### src/rtl/in_shift_reg.sv
// Serial-to-parallel receiver: N2 MSB-first lanes deserialized into a double-buffered
// frame of N2 words, unloaded one word per valid/ready transfer. Optional parity: IN_SHIFT_REG_PARITY_EN.
module in_shift_reg #(
  parameter int N1 = 90,
  parameter int N2 = 6
) (
  input  logic          Clock,
  input  logic          Reset,
  input  logic          ShiftEn,
  input  logic          Sync,
  input  logic [N2-1:0] SerialIn,
  output logic [N1-1:0] Out,
  output logic          OutValid,
  input  logic          OutReady,
  output logic          OutLast,
  output logic          Overflow,
`ifdef IN_SHIFT_REG_PARITY_EN
  output logic [0:0]    ParErr,
`endif
  output logic          Busy
);

`ifdef IN_SHIFT_REG_PARITY_EN
  localparam int FB = N1 + 1;
`else
  localparam int FB = N1;
`endif
  localparam int CNT_W = $clog2(FB + 1);
  localparam int IDX_W = (N2 > 1) ? $clog2(N2) : 1;
  localparam logic [CNT_W-1:0] CNT_LAST = CNT_W'(FB - 1);
  localparam logic [IDX_W-1:0] IDX_LAST = IDX_W'(N2 - 1);

  typedef enum logic {RX_IDLE, RX_SHIFT} rx_state_e;
  typedef enum logic {UL_EMPTY, UL_UNLOAD} ul_state_e;

  rx_state_e        rx_q, rx_d;
  ul_state_e        ul_q, ul_d;
  logic [CNT_W-1:0] cnt_q, cnt_d;
  logic [IDX_W-1:0] idx_q, idx_d;
  logic             ovf_q, ovf_d;
  logic [FB-1:0]    shift_q [N2];
  logic [FB-1:0]    shift_d [N2];
  logic [N1-1:0]    hold_q  [N2];
  logic [N1-1:0]    hold_d  [N2];
`ifdef IN_SHIFT_REG_PARITY_EN
  logic [N2-1:0]    perr_q, perr_d;

  // Even parity over data plus parity bit: a 1 means the lane was corrupted.
  function automatic logic lane_parity(input logic [FB-1:0] bits);
    return ^bits;
  endfunction
`endif

  logic sample, complete, xfer, last_xfer, hold_free;

  // RX FSM: a Sync always restarts the frame, even mid-shift.
  always_comb begin
    rx_d     = rx_q;
    cnt_d    = cnt_q;
    shift_d  = shift_q;
    sample   = 1'b0;
    complete = 1'b0;
    case (rx_q)
      RX_IDLE: begin
        if (ShiftEn && Sync) begin
          rx_d   = RX_SHIFT;
          cnt_d  = CNT_W'(1);
          sample = 1'b1;
        end
      end
      RX_SHIFT: begin
        if (ShiftEn) begin
          sample = 1'b1;
          if (Sync) begin
            cnt_d = CNT_W'(1);
          end else if (cnt_q == CNT_LAST) begin
            complete = 1'b1;
            cnt_d    = '0;
            rx_d     = RX_IDLE;
          end else begin
            cnt_d = cnt_q + CNT_W'(1);
          end
        end
      end
    endcase
    if (sample) begin
      for (int j = 0; j < N2; j++) begin
        shift_d[j] = {shift_q[j][FB-2:0], SerialIn[j]};
      end
    end
  end

  // Unload FSM; the hold bank counts as free when its last word leaves this cycle.
  always_comb begin
    ul_d      = ul_q;
    idx_d     = idx_q;
    hold_d    = hold_q;
    ovf_d     = ovf_q;
    xfer      = (ul_q == UL_UNLOAD) && OutReady;
    last_xfer = xfer && (idx_q == IDX_LAST);
    hold_free = (ul_q == UL_EMPTY) || last_xfer;
`ifdef IN_SHIFT_REG_PARITY_EN
    perr_d    = perr_q;
`endif
    if (xfer) begin
      if (last_xfer) begin
        idx_d = '0;
        ul_d  = UL_EMPTY;
      end else begin
        idx_d = idx_q + IDX_W'(1);
      end
    end
    if (complete) begin
      if (hold_free) begin
        ul_d  = UL_UNLOAD;
        idx_d = '0;
        for (int j = 0; j < N2; j++) begin
          hold_d[j] = shift_d[j][FB-1 -: N1];
`ifdef IN_SHIFT_REG_PARITY_EN
          perr_d[j] = lane_parity(shift_d[j]);
`endif
        end
      end else begin
        ovf_d = 1'b1;
      end
    end
  end

  always_ff @(posedge Clock) begin
    if (Reset) begin
      rx_q  <= RX_IDLE;
      ul_q  <= UL_EMPTY;
      cnt_q <= '0;
      idx_q <= '0;
      ovf_q <= 1'b0;
      for (int j = 0; j < N2; j++) begin
        shift_q[j] <= '0;
        hold_q[j]  <= '0;
      end
`ifdef IN_SHIFT_REG_PARITY_EN
      perr_q <= '0;
`endif
    end else begin
      rx_q    <= rx_d;
      ul_q    <= ul_d;
      cnt_q   <= cnt_d;
      idx_q   <= idx_d;
      ovf_q   <= ovf_d;
      shift_q <= shift_d;
      hold_q  <= hold_d;
`ifdef IN_SHIFT_REG_PARITY_EN
      perr_q  <= perr_d;
`endif
    end
  end

  assign OutValid = (ul_q == UL_UNLOAD);
  assign Out      = OutValid ? hold_q[idx_q] : '0;
  assign OutLast  = OutValid && (idx_q == IDX_LAST);
  assign Overflow = ovf_q;
  assign Busy     = (rx_q == RX_SHIFT);
`ifdef IN_SHIFT_REG_PARITY_EN
  assign ParErr   = OutValid && perr_q[idx_q];
`endif

endmodule
### config.mk
export PLATFORM = sky130hd
export DESIGN_NAME = in_shift_reg
export DESIGN_NICKNAME = d
export VERILOG_FILES = /design/src/rtl/in_shift_reg.sv
export SDC_FILE = /design/constraint.sdc
export NUM_CORES = 2
export LEC_CHECK = 0
export ABC_AREA = 1
export ABC_CLOCK_PERIOD_IN_PS = 2800
export CAP_MARGIN = 30
export CELL_PAD_IN_SITES_DETAIL_PLACEMENT = 0
export CELL_PAD_IN_SITES_GLOBAL_PLACEMENT = 1
export CORE_ASPECT_RATIO = 1.5
export CORE_MARGIN = 2
export CORE_UTILIZATION = 25
export CTS_CLUSTER_SIZE = 24
export DETAILED_ROUTE_END_ITERATION = 16
export PLACE_DENSITY = 0.55
export SLEW_MARGIN = 25
export SYNTH_ARGS = -nofsm -noshare
export SYNTH_HDL_FRONTEND = slang
export SYNTH_SLANG_ARGS = --single-unit
### constraint.sdc
create_clock -name Clock -period 2.8 [get_ports Clock]
set_clock_uncertainty 0.05 [all_clocks]
set_input_delay 0.56 -clock Clock [delete_from_list [all_inputs] [get_ports Clock]]
set_output_delay 0.56 -clock Clock [all_outputs]
set_load 0.05 [all_outputs]
==> metrics.md <==
| Metric | Value |
|---|---|
| Minimum clock period | `3.21 ns` |
| P_leak | `23.9 nW` |
| Die Height | `535 um` |
| Number of warnings printed during yosys synthesis | `0` |
| Sequential share of power | `0.471` |
| Number of register bits inferred by synthesis | `1,093` |
| Number of hold violations in the final report | `0` |
| Number of H-tree branching levels | `3` |
| Final worst-path setup slack | `-0.415 ns` |
| Switching portion of total power | `0.253` |
| RSZ-0062 raised after global routing | `true` |
| Synth area leaders | `dfxtp_1 47%, nor2_1 16%, nand2_1 11%` |
| Outcome | `complete, but fails checks` |
| Via Count | `43,621` |
| Avg Cell Area, Syn | `6.65 sq um` |
| Quantity of I/O buffers inserted on ports | `104` |
| Post-synthesis cell type count | `24` |
| Kind of end point of the critical path | `output port` |
| Total grt overflow | `0` |
| HPWL after detailed placement | `104 mm` |
| Wire length of the first global-routing pass | `261 mm` |
| Most instantiated flip-flop cell in the synthesis netlist | `dfxtp_1` |
| Setup-violating endpoint count in the final report | `91` |
| CP arrival | `2.60 ns` |
| Number of sinks handled by clock tree synthesis | `1,093` |
| Pin count of the biggest net entering global routing | `86` |
| Max IR drop VDD | `0.000471 V` |
| Cells after Synth | `7,078` |
| WL per Instance | `17.7 um` |
| Element type at the critical path start | `register` |
| Hold-fix buffers, CTS | `0` |
| NumNets Final | `7,160` |
| Worst hold-check path type | `in -> reg` |
| Achievable clock frequency | `0.311 GHz` |
| Fraction of power consumed by the clock network | `0.448` |
| Final Cycle Share | `1.15` |
| Routed WL | `171 mm` |
| Clock-pin slew on the worst setup and hold paths | `0.06 ns` |
| Routability congestion estimate from global placement | `0.753` |
| Starting density of the core | `0.251` |
| Filler instances | `20,589` |
| Crit-path slowest cell | `dfxtp_4` |
| Most common cell type on the critical path | `buf_12` |
| Fraction of registers with async set or reset after synthesis | `0` |
| Violated checks | `setup timing` |
| Synth top area share | `0.465` |
| # rows | `195` |
| Layout cells sized above 1 | `0.123` |
| Via count of the first global-routing pass | `43,114` |
| Type of the setup path with the least slack | `reg -> out` |
| Number of iterations in the first detailed-routing pass | `5` |
| Clk Tree Root Cell | `clkbuf_16` |
| Worst skew pair latency | `0.73 ns` |
| Number of routed nets with antenna violations | `0` |
| Setup WS pre-CTS | `-0.151 ns` |
| Area of all sequential standard cells | `0.0219 sq mm` |
| Summed instance area of the synthesized netlist | `0.0470 sq mm` |
| Count of maximum capacitance violations | `0` |
| Number of top-level pins | `105` |
| Count of flip-flops with a built-in enable after synthesis | `0` |
| Combined global-route utilization of all metal layers | `0.176` |
| Part of the total power dissipated in combinational logic | `0.081` |
| Core Footprint | `0.188 sq mm` |
| Clock tree from TritonCTS | `yes` |
| Worst-path fanout max | `7` |
| Drt via density | `4.50` |
| Net Count, Synth | `7,093` |
| Sequential cell area fraction in the yosys report | `0.465` |
| Worst max-slew margin expressed relative to the limit | `0.228` |
| Pin slew with the least headroom to its limit | `1.16 ns` |
| Crit path largest cell delay | `0.40 ns` |
| Reg-to-reg setup timing slack | `0.35 ns` |
| Crit path cell chain | `buf_12 > buf_12 > nor2_1 > nor2_1 > o21ai_2 > nand2_1 > nand2_1 > a21oi_1 > buf_4 > buf_12` |
| Die Footprint | `0.192 sq mm` |
| Initial antenna violation count | `3` |
| Pwr dens | `585 mW/mm^2` |
| CTS max path bufs | `3` |
| Die X-Extent | `358 um` |
| Total DRC errors in the routed layout | `0` |
| Net Sw Power | `0.00889 W` |
| Area delta synth->final | `27.4%` |
| Total CTS buffers | `113` |
| Top cell type by total area after synthesis | `dfxtp_1` |
| Number of DRC violations after detailed-routing iteration 0 | `2,311` |
| Tightest hold margin | `0.209 ns` |
| Data required time at the worst endpoint | `2.19 ns` |
| Leading cell type by number of instances after synthesis | `nor2_1` |
| Area occupied by multi-input gates | `0.0215 sq mm` |
| Number of pins exceeding their max-slew limit in the final report | `0` |
| Final design utilization | `0.319` |
| Int Pwr | `0.0262 W` |
| Most used standard cells in the synthesized netlist | `1,994 x nor2_1, 1,336 x nand2_1, 1,093 x dfxtp_1` |
==> cells in the final DEF, fill, tap and decap left out, types with 3 or more instances in the layout <==
master and instances:
nand3_1 589, bufbuf_16 6, buf_12 207, clkbuf_1 35, clkinv_2 16, buf_16 31
clkbuf_8 31, buf_8 16, nor3_1 4, a21oi_1 27, clkdlybuf4s50_1 12, nor2_4 12
a21oi_2 57, ha_1 4, dfxtp_1 1090, inv_1 552, buf_6 41, nand2_1 1266
nor2_2 52, o21ai_0 162, nand2_2 63, o21ai_1 577, inv_8 3, inv_2 3
o21a_1 90, bufinv_16 8, a21oi_4 14, buf_4 153, nor2_1 1932, nand2_4 9
o21ai_2 26, nand3b_1 6, clkbuf_16 127
==> logic make-up after synthesis <==
group,after synthesis,synth area share
AND/OR/NAND/NOR,3934,0.330
flip-flops,1093,0.465
buffers and inverters,1090,0.0966
AO/OA/AOI/OAI,955,0.106
adder cells (fa/ha/maj),4,0.00106
XOR/XNOR,2,0.000372
==> critical path: cells and delay by family, from the launching register on <==
kind / cells / cell delay [ns]
buffers and inverters: 4 / 0.62
and+or+nand+nor: 4 / 0.50
DFF: 1 / 0.40
AOI/OAI and AO/OA: 2 / 0.32
==> routing by layer <==
metal / global-route usage / routed length, um / vias up
met5: 0 / 0 / -
met1: 0.220 / 76700 / 20633
li1: - / - / 22237
met2: 0.312 / 84700 / 560
met3: 0.0212 / 5440 / 191
met4: 0.0513 / 4420 / 0
==> worst paths after layout <==
check	startpoint	endpoint	cells past startpoint
worst min register to register	hold_q[97]$_SDFFE_PP0P_	hold_q[97]$_SDFFE_PP0P_	2
worst max register to register	idx_q[0]$_SDFF_PP0_	hold_q[115]$_SDFFE_PP0P_	14
worst max-delay path	idx_q[0]$_SDFF_PP0_	Out[54]	10
worst min-delay path	Reset	shift_q[401]$_SDFF_PP0_	2
==> flip-flops by register name, summed over array words and instances, names as in the netlist <==
signal and flops:
Overflow 1, shift_q 540, Busy 1, OutValid 1
idx_q 3, cnt_q 7, hold_q 540
==> power groups by stage <==
stage / clock, W / combinational [W] / sequential (W)
floorplan: 0 / 0.00206 / 0.0168
global placement: 0 / 0.00286 / 0.0169
detailed placement: 0 / 0.00287 / 0.0169
CTS: 0.0163 / 0.00288 / 0.0165
global route: 0.0168 / 0.00329 / 0.0166
finish: 0.0157 / 0.00283 / 0.0165
==> timing repair <==
action	in CTS	in global routing
cloned	29	14
gates resized for setup	226	269
setup buffers	28	21
pin swaps	30	85
setup endpoints to repair	91	91
==> final cells by class <==
cell class / instances / area share
tap: 2462 / 0.0514
timing repair inverter: 3 / 0.000647
antenna: 2 / 0.0000835
clock buffer: 180 / 0.0569
inverter: 560 / 0.0356
timing repair buffer: 479 / 0.125
clock inverter: 27 / 0.00599
multi-input combinational: 4895 / 0.359
sequential: 1093 / 0.365
==> per-stage QoR <==
stage | std cells | cell area, sq um | setup TNS (ns) | total power [W]
2_1_floorplan | 7078 | 47000 | 0 | 0.0188
3_3_place_gp | 9403 | 53200 | -17.15 | 0.0197
3_5_place_dp | 9403 | 53200 | -7.67 | 0.0197
4_1_cts | 9667 | 58800 | -36.58 | 0.0357
5_1_grt | 9701 | 59900 | -39.20 | 0.0367
6_report | 9701 | 59900 | -28.02 | 0.0351
(Power assumes the default switching activity.)
